--- src/rtl/stopwatch_pkg.sv ---
// Shared types and default constants for the stopwatch controller.
// The state encoding matches the 2-bit state port seen by the display logic.
package stopwatch_pkg;

    typedef enum logic [1:0] {
        StIdle  = 2'd0,
        StRun   = 2'd1,
        StPause = 2'd2,
        StLap   = 2'd3
    } sw_state_e;

    localparam int unsigned DefClkHz  = 50_000_000;
    localparam int unsigned DefTickHz = 100;

    // Time advances in RUN and in LAP; LAP only freezes the display.
    function automatic logic is_counting(input sw_state_e s);
        return (s == StRun) || (s == StLap);
    endfunction

endpackage

--- src/rtl/key_press_edge.sv ---
// Converts a debounced active-low key into a one-cycle press pulse.
// A key held down through reset never produces a press.
module key_press_edge (
    input  logic clk,
    input  logic rst_n,
    input  logic key,
    output logic press
);

    // History holds the pressed level; resetting it to 1 treats the key as already
    // down, so it must be seen released before a press can be reported.
    logic down_q;
    logic down_prev_q;

    always_ff @(posedge clk) begin
        if (!rst_n) begin
            down_q      <= 1'b1;
            down_prev_q <= 1'b1;
        end else begin
            down_q      <= ~key;
            down_prev_q <= down_q;
        end
    end

    assign press = down_q & ~down_prev_q;

endmodule

--- src/rtl/stopwatch_ctrl.sv ---
// Stopwatch control FSM with tick prescaler, clear and lap-hold outputs.
// Define STOPWATCH_LAP_EN to enable the LAP (frozen display) state.
module stopwatch_ctrl
    import stopwatch_pkg::*;
#(
    parameter int unsigned CLK_HZ  = DefClkHz,
    parameter int unsigned TICK_HZ = DefTickHz
) (
    input  logic       clk,
    input  logic       rst_n,
    input  logic       start_btn,
    input  logic       lap_btn,
    output logic       tick,
    output logic       clr,
    output logic       hold,
    output logic [1:0] state
);

    localparam int unsigned Div    = CLK_HZ / TICK_HZ;
    localparam int unsigned PreW   = (Div > 1) ? $clog2(Div) : 1;
    localparam logic [PreW-1:0] PreMax = PreW'(Div - 1);

    logic            start_press;
    logic            lap_press;
    sw_state_e       state_q, state_d;
    logic [PreW-1:0] presc_q, presc_d;
    logic            clr_q, clr_d;
    logic            counting;

    key_press_edge u_start_key (
        .clk   (clk),
        .rst_n (rst_n),
        .key   (start_btn),
        .press (start_press)
    );

    key_press_edge u_lap_key (
        .clk   (clk),
        .rst_n (rst_n),
        .key   (lap_btn),
        .press (lap_press)
    );

    // Start always wins over a simultaneous lap press.
    always_comb begin
        state_d = state_q;
        clr_d   = 1'b0;
        case (state_q)
            StIdle: begin
                if (start_press) begin
                    state_d = StRun;
                end else if (lap_press) begin
                    clr_d = 1'b1;
                end
            end
            StRun: begin
                if (start_press) begin
                    state_d = StPause;
`ifdef STOPWATCH_LAP_EN
                end else if (lap_press) begin
                    state_d = StLap;
`endif
                end
            end
            StPause: begin
                if (start_press) begin
                    state_d = StRun;
                end else if (lap_press) begin
                    state_d = StIdle;
                    clr_d   = 1'b1;
                end
            end
            StLap: begin
`ifdef STOPWATCH_LAP_EN
                if (start_press) begin
                    state_d = StPause;
                end else if (lap_press) begin
                    state_d = StRun;
                end
`else
                state_d = StIdle;
`endif
            end
            default: state_d = StIdle;
        endcase
    end

    assign counting = is_counting(state_q);

    // Prescaler keeps its phase while paused so no sub-tick time is lost.
    always_comb begin
        presc_d = presc_q;
        if (clr_d) begin
            presc_d = '0;
        end else if (counting) begin
            presc_d = (presc_q == PreMax) ? '0 : presc_q + PreW'(1);
        end
    end

    always_ff @(posedge clk) begin
        if (!rst_n) begin
            state_q <= StIdle;
            presc_q <= '0;
            clr_q   <= 1'b0;
        end else begin
            state_q <= state_d;
            presc_q <= presc_d;
            clr_q   <= clr_d;
        end
    end

    assign tick  = counting && (presc_q == PreMax);
    assign clr   = clr_q;
    assign state = state_q;

`ifdef STOPWATCH_LAP_EN
    assign hold = (state_q == StLap);
`else
    assign hold = 1'b0;
`endif

endmodule

--- config.mk ---
export PLATFORM = sky130hd
export DESIGN_NAME = stopwatch_ctrl
export DESIGN_NICKNAME = d
export VERILOG_FILES = /design/src/rtl/stopwatch_pkg.sv /design/src/rtl/key_press_edge.sv /design/src/rtl/stopwatch_ctrl.sv
export SDC_FILE = /design/constraint.sdc
export NUM_CORES = 1
export LEC_CHECK = 0
export ABC_AREA = 1
export BUFFER_PORTS_ARGS = -buffer_cell sky130_fd_sc_hd__buf_2
export CORE_UTILIZATION = 50
export DETAILED_ROUTE_END_ITERATION = 7
export GPL_TIMING_DRIVEN = 0
export PLACE_DENSITY = 0.7
export SETUP_SLACK_MARGIN = 0.4
export SYNTH_ARGS = -nofsm -noshare
export SYNTH_HDL_FRONTEND = slang
export SYNTH_SLANG_ARGS = --single-unit
--- constraint.sdc ---
create_clock -name clk -period 1.35 [get_ports clk]
set_input_delay 0.0675 -clock clk [delete_from_list [all_inputs] [get_ports clk]]
set_output_delay 0.0675 -clock clk [all_outputs]
set_load 0.01 [all_outputs]
==> PnR_summary.wiki, run 1 <==
{| class="wikitable"
! Metric !! Value
|-
| Result of the run || complete, but fails checks
|-
| Violated checks || negative setup slack
|-
| Slack of the worst reg-to-reg path || -0.04 ns
|-
| Highest Clock Rate || 0.6955 GHz
|-
| Leading cell type by number of instances after synthesis || sky130_fd_sc_hd__nand2_1
|-
| Synth-to-layout area growth || 45.61%
|-
| Hold/Removal Path Class || input pin to register
|-
| Clock insertion delay at the later pin of the skew report || ~0.33 ns
|-
| Power per Cell Area || 691.4 mW/mm²
|-
| Final number of hold-violating endpoints || 0
|-
| VDD IR-drop max || roughly 760 µV
|-
| Post-Synthesis Net Count || a little under 200
|-
| Most instantiated flip-flop cell in the synthesis netlist || sky130_fd_sc_hd__dfxtp_1
|-
| Count of mapped cells out of synthesis || roughly 190
|-
| Worst flop-to-flop path endpoint || presc_q[3]$_SDFFE_PP0P_
|-
| GRT Resource Usage Total || between 20% and 30%
|-
| Setup slack after placement || roughly 0.013 ns
|-
| Post-synthesis sequential area ratio || between 30 and 40%
|-
| CP startpoint || presc_q[0]$_SDFFE_PP0P_
|-
| Fraction of synthesis flops using an asynchronous set or reset pin || 0%
|-
| Placer congestion estimate || between 0.8 and 0.9
|-
| Worst Path Arrival || 1.37 ns
|-
| Data required time at the worst endpoint || 1.28 ns
|-
| Clock Sinks || 26
|-
| Routed len/inst || between 15 and 20 µm
|-
| Routed vias/inst || ~5.4
|-
| Setup repair after global routing missed its margin || true
|-
| Width of the die || ~55 µm
|-
| Worst path setup slack after routing || -0.08791 ns
|-
| Height of the chip || between 50 and 60 µm
|-
| Commonest cells post-synth || 34 x sky130_fd_sc_hd__nand2_1, 32 x sky130_fd_sc_hd__nor2_1, 26 x sky130_fd_sc_hd__dfxtp_1, 20 x sky130_fd_sc_hd__inv_1, 10 x sky130_fd_sc_hd__nand3_1
|-
| Half-perimeter wire length after detailed placement || approximately 2200 µm
|-
| Total cell area at the placement stage || roughly 0.0015 mm²
|-
| Fill cell instance count of the final layout || 170
|-
| Final period utilization || 106.5%
|-
| Total congestion overflow after global routing || 0
|-
| Number of antenna violations at the first check in global routing || 0
|-
| Cell types with the largest area share after synthesis || sky130_fd_sc_hd__dfxtp_1 37%, sky130_fd_sc_hd__nand2_1 9.1%, sky130_fd_sc_hd__nor2_1 8.6%
|-
| # Max-Cap Violations || 0
|-
| Iteration-0 DRC Markers || between 50 and 60
|-
| CTS Root Buffer Type || sky130_fd_sc_hd__clkbuf_4
|-
| Number of synthesized flops with an enable pin || 0
|-
| Number of remaining DRC errors || 0
|-
| Total of endpoints with negative setup slack in the final report || 9
|-
| Max Transition Viols Final || 0
|-
| Clock-pin slew on the worst setup and hold paths || around 0.15 ns
|-
| Tmin final || around 1.4 ns
|-
| Number of placement rows || 18
|-
| Start point of the worst min-delay path || rst_n
|-
| Final instance area || approximately 0.0020 mm²
|-
| Number of port buffers || 7
|-
| Post-route ant nets || 0
|-
| Detailed-routing iteration count for the pre-antenna-repair pass || 4
|-
| Layout cells sized above 1 || between 50% and 60%
|-
| Inserted Diodes || 0
|-
| Count of state elements after synthesis || 26
|-
| Classification of the worst setup path || register to primary output
|-
| H-tree depth || 1
|-
| Max Root-Sink Buffers || 2
|-
| Final clock skew || between 0.003 and 0.004 ns
|-
| Unique cell type count in the Yosys netlist || 29
|-
| Total wire length || a little under 4000 µm
|-
| Total I/O pin count || 9
|-
| Critical Path Fanout Max || 3
|-
| Final Non-Filler Cells || between 200 and 300
|-
| Vias in the first global route || ~1,200
|-
| Critical R2R Launch || presc_q[0]$_SDFFE_PP0P_
|-
| Die footprint || around 0.003 mm²
|-
| Depth of the worst register-to-register path || 8
|-
| Core footprint || roughly 0.0026 mm²
|-
| Initial core utilization || ~54%
|-
| Synthesized area per cell || 7.427 µm²
|-
| Placed instance count || 225
|-
| Library cell with the largest summed area after synthesis || sky130_fd_sc_hd__dfxtp_1
|-
| Global-route wire length before repair || between 5000 and 6000 µm
|-
| Critical path capture point type || primary output
|-
| Area fraction of the dominant cell type after synthesis || approximately 37%
|-
| Endpoint of the most critical setup path || tick
|-
| Number of vias in the routed layout || 1,406
|-
| TritonCTS clock tree || built
|-
| TritonCTS buffer count || 3
|-
| Largest net degree at the start of global routing || 16
|-
| Type of element launching the critical path || register
|-
| Number of warnings printed during yosys synthesis || 0
|-
| Final #Nets || ~240
|-
| Static leakage power || approximately 0.86 nW
|-
| Netlist Area Pre-Place || approximately 0.0014 mm²
|}
-- cell usage in the layout, fill, tap and decap left out, types with 5 or more instances in the layout --
cell type,instances
sky130_fd_sc_hd__nand2_1,31
sky130_fd_sc_hd__nor2_1,27
sky130_fd_sc_hd__buf_4,23
sky130_fd_sc_hd__inv_1,15
sky130_fd_sc_hd__dfxtp_2,15
sky130_fd_sc_hd__nor2_4,14
sky130_fd_sc_hd__nand2_2,8
sky130_fd_sc_hd__inv_2,7
sky130_fd_sc_hd__buf_6,7
sky130_fd_sc_hd__dfxtp_4,7
sky130_fd_sc_hd__nand2_4,6
sky130_fd_sc_hd__xor2_1,6
sky130_fd_sc_hd__buf_2,6
sky130_fd_sc_hd__nand3_2,5
sky130_fd_sc_hd__nand4_1,5
sky130_fd_sc_hd__nand3_1,5
-- where the power goes --
part	switching [mW]	internal, mW	leakage (nW)
Sequential	0.00520	0.765	0.222
Combinational	0.0817	0.0712	0.614
Clock	0.256	0.227	0.0261
Total	0.343	1.06	0.863
-- layer usage --
metal	track usage, %	wire [µm]
met1	29.45	1529
met2	45.18	2083
met3	2.500	204
met4	8.974	127
met5	0	0
-- state kept, by name (all words and copies together), names as in the netlist --
signal                   flops
u_lap_key.down_q             1
u_start_key.down_q           1
clr                          1
state                        2
u_start_key.down_prev_q      1
u_lap_key.down_prev_q        1
presc_q                     19
-- worst min path at each step --
stage | slack [ns] | to | cells past startpoint
2_1_floorplan | 0.13 | u_lap_key.down_q$_SDFF_PN1_ | 1
4_1_cts | 0.14 | state[1]$_SDFFE_PN0P_ | 3
3_3_place_gp | 0.23 | u_start_key.down_q$_SDFF_PN1_ | 2
6_report | 0.16 | state[1]$_SDFFE_PN0P_ | 3
5_1_grt | 0.19 | state[1]$_SDFFE_PN0P_ | 3
3_5_place_dp | 0.23 | u_start_key.down_q$_SDFF_PN1_ | 2
-- cell families after synthesis --
group                      after synthesis  share of synthesized area, %
and+or+nand+nor                        117                         45.07
buffers and inverters                   26                         7.975
DFF                                     26                         37.28
xor gates and xnor gates                 9                         5.645
AOI/OAI and AO/OA                        8                         2.867
adders and majority gates                1                        0.8959
other                                    1                        0.2686
-- worst max-delay path, stage by stage (launching register included) --
cell and delay (ns):
sky130_fd_sc_hd__dfxtp_4 0.39, sky130_fd_sc_hd__ha_4 0.17, sky130_fd_sc_hd__nand2_4 0.06, sky130_fd_sc_hd__nor2_4 0.14
sky130_fd_sc_hd__nand4_4 0.12, sky130_fd_sc_hd__inv_2 0.07, sky130_fd_sc_hd__buf_6 0.09
-- layout make-up --
cell class / count / area [µm²] / area share [%]
inverter: 24 / 105.1 / 5.169
sequential: 26 / 565.5 / 27.82
clock buffer: 4 / 47.55 / 2.338
tap: 30 / 37.54 / 1.846
multi-input combinational: 137 / 939.7 / 46.22
buffer: 2 / 22.52 / 1.108
timing repair inverter: 1 / 11.26 / 0.5538
timing repair buffer: 38 / 304.0 / 14.95
-- per-stage QoR --
| stage | setup TNS (ns) | hold slack [ns] | power (mW) | util, % |
|---|---|---|---|---|
| floorplan | 0 | 0.1294 | 0.8543 | - |
| global placement | 0 | 0.2340 | 0.8732 | 58.72 |
| detailed placement | 0 | 0.2345 | 0.8767 | 58.72 |
| CTS | -0.07908 | 0.1367 | 1.368 | 69.40 |
| global route | -0.9271 | 0.1858 | 1.433 | 79.19 |
| finish | -0.2325 | 0.1567 | 1.406 | 79.19 |
-- timing repair --
action	CTS	global route
buffers inserted	12	16
pin swaps	13	11
hold buffers	3	0
hold endpoints to repair	5	0
gates resized for setup	26	45
endpoints found under the setup margin	21	24
cloned	2	0
Power figures use the tool's default switching activity.
==> run 2: changes to the inputs <==
==> constraint.sdc (replaced) <==
create_clock -name clk -period 1.3 [get_ports clk]
set_input_delay 0.065 -clock clk [delete_from_list [all_inputs] [get_ports clk]]
set_output_delay 0.065 -clock clk [all_outputs]
set_load 0.01 [all_outputs]
==> PnR_summary.wiki, run 2 (synthesis results as in run 1) <==
{| class="wikitable"
! Metric !! Value
|-
| Fraction of power consumed by the clock network || between 30% and 40%
|-
| Tmin final || 1.455 ns
|-
| Routed vias/inst || approximately 5.3
|-
| Half-perimeter wire length after detailed placement || 2153 µm
|-
| Clock-pin slew on the worst setup and hold paths || between 0.15 and 0.2 ns
|-
| Largest net degree at the start of global routing || 16
|-
| Most common cell after layout, fill and taps aside || sky130_fd_sc_hd__nand2_1
|-
| Setup repair after global routing missed its margin || true
|-
| Critical path capture point type || primary output
|-
| Register with the most flip-flops || presc_q
|-
| Global-route wire length before repair || around 5000 µm
|-
| Data required time at the worst endpoint || approximately 1.2 ns
|-
| Worst path setup slack after routing || -0.1551 ns
|-
| Number of remaining DRC errors || 0
|-
| Sw frac || about a quarter
|-
| Detailed-routing iteration count for the pre-antenna-repair pass || 4
|-
| Total wire length || approximately 3800 µm
|-
| Max Transition Viols Final || 0
|-
| # Max-Cap Violations || 0
|-
| Placer congestion estimate || 0.8727
|-
| Synth-to-layout area growth || 42.47%
|-
| Placed instance count || between 200 and 250
|-
| Worst Path Arrival || about 1.4 ns
|-
| Core utilization of the finished layout || 77.49%
|-
| Total of endpoints with negative setup slack in the final report || 16
|-
| Final #Nets || roughly 230
|-
| Total congestion overflow after global routing || 0
|-
| Final Non-Filler Cells || between 200 and 300
|-
| Iteration-0 DRC Markers || 27
|-
| TritonCTS buffer count || 3
|-
| Total cell area at the placement stage || between 0.0015 and 0.002 mm²
|-
| Width of the die || 54.85 µm
|-
| Number of vias in the routed layout || 1,352
|-
| Number of placement rows || 18
|-
| Clock Sinks || 26
|-
| Inserted Diodes || 0
|-
| Core footprint || 0.002567 mm²
|-
| Layout cells sized above 1 || 52.44%
|-
| Number of port buffers || 7
|-
| Post-route ant nets || 0
|-
| Critical Path Fanout Max || 3
|-
| Switching power || between 0.3 and 0.4 mW
|-
| Clock insertion delay at the later pin of the skew report || ~0.35 ns
|-
| Violated checks || negative setup slack
|-
| Vias in the first global route || 1,210
|-
| Type of element launching the critical path || register
|-
| Combinational power share || 10.8%
|-
| Setup slack after placement || -0.03659 ns
|-
| Final clock skew || between 0.007 and 0.008 ns
|-
| Height of the chip || 54.85 µm
|-
| Number of flip-flops in the largest register || 19
|-
| Final number of hold-violating endpoints || 0
|-
| TritonCTS clock tree || built
|-
| Final instance area || roughly 0.0020 mm²
|-
| Routed len/inst || 14.95 µm
|-
| Power per Cell Area || roughly 740 mW/mm²
|-
| Internal || 1.117 mW
|-
| Die footprint || 0.003008 mm²
|-
| Max Root-Sink Buffers || 2
|-
| H-tree depth || 1
|-
| Total I/O pin count || 9
|-
| Initial core utilization || a little over half
|-
| Final period utilization || 111.9%
|-
| VDD IR-drop max || about 740 µV
|-
| Sequential cell fraction of total power || between 50 and 60%
|-
| CTS Root Buffer Type || sky130_fd_sc_hd__clkbuf_4
|-
| GRT Resource Usage Total || 23.66%
|-
| Number of antenna violations at the first check in global routing || 0
|-
| Result of the run || complete, but fails checks
|-
| Top library cells by usage in the layout, fill and taps aside || 30 x sky130_fd_sc_hd__nand2_1, 24 x sky130_fd_sc_hd__nor2_1, 18 x sky130_fd_sc_hd__dfxtp_2
|-
| Classification of the worst setup path || register to primary output
|-
| Highest Clock Rate || between 0.6 and 0.7 GHz
|-
| Hold/Removal Path Class || input pin to register
|-
| Static leakage power || 0.8278 nW
|}
[run 2: changes by cell type in the layout (fill, tap and decap cells not counted), sizes merged]
cell,before,now
nor2,46,45
dlygate4sd3,3,4
buf,37,30
[run 2: per-stage QoR]
| step | setup TNS [ns] | power (mW) | hold slack, ns |
|---|---|---|---|
| after floorplan | 0 | 0.8872 | 0.1269 |
| after global placement | -0.04469 | 0.9068 | 0.2315 |
| after detailed placement | -0.1155 | 0.9104 | 0.2320 |
| after CTS | -0.1266 | 1.413 | 0.08651 |
| after global routing | -1.563 | 1.509 | 0.1163 |
| final | -0.7447 | 1.482 | 0.07166 |
[run 2: power by group through the flow]
stage | combinational, mW | sequential [mW] | clock [mW]
floorplan | 0.0571 | 0.830 | 0
global placement | 0.0781 | 0.829 | 0
detailed placement | 0.0806 | 0.830 | 0
CTS | 0.107 | 0.809 | 0.497
global route | 0.169 | 0.809 | 0.531
finish | 0.160 | 0.807 | 0.515
[run 2: area by class of cell]
type | count | area (µm²)
Buffer | 2 | 22.52
Clock buffer | 4 | 47.55
Fill cell | 172 | 578.1
Inverter | 24 | 105.1
Multi-Input combinational cell | 136 | 928.4
Sequential cell | 26 | 554.3
Tap cell | 30 | 37.54
Timing Repair Buffer | 32 | 282.8
Timing Repair inverter | 1 | 11.26
[run 2: worst max-delay path: stages, from the launching register on]
cell	delay, ns
sky130_fd_sc_hd__dfxtp_4	0.39
sky130_fd_sc_hd__ha_4	0.17
sky130_fd_sc_hd__nand2_4	0.05
sky130_fd_sc_hd__nor2_4	0.14
sky130_fd_sc_hd__nand4_4	0.12
sky130_fd_sc_hd__inv_2	0.07
sky130_fd_sc_hd__buf_6	0.09
[run 2: layer usage]
layer,vias up,global-route usage [%],routed length [µm]
met5,-,0,0
met4,0,6.410,57
met3,7,2.500,159
met2,33,44.58,1986
met1,656,27.62,1611
li1,656,-,-
[run 2: worst paths after layout]
check / endpoint / cells past startpoint / slack [ns] / start
setup / recovery: tick / 6 / -0.16 / presc_q[1]$_SDFFE_PP0P_
hold / removal: state[1]$_SDFFE_PN0P_ / 3 / 0.07 / rst_n
setup reg to reg: presc_q[16]$_SDFFE_PP0P_ / 8 / -0.09 / presc_q[1]$_SDFFE_PP0P_
hold reg to reg: u_lap_key.down_prev_q$_SDFF_PN1_ / 2 / 0.44 / u_lap_key.down_q$_SDFF_PN1_
[run 2: timing repair]
action                                 4_1_cts  5_1_grt
pin swaps                                    9       15
hold buffers                                 4        0
buffers inserted                            10       11
endpoints found under the hold margin        4        0
resized for setup                           31       38
setup endpoints to repair                   24       24
cloned                                       0        1
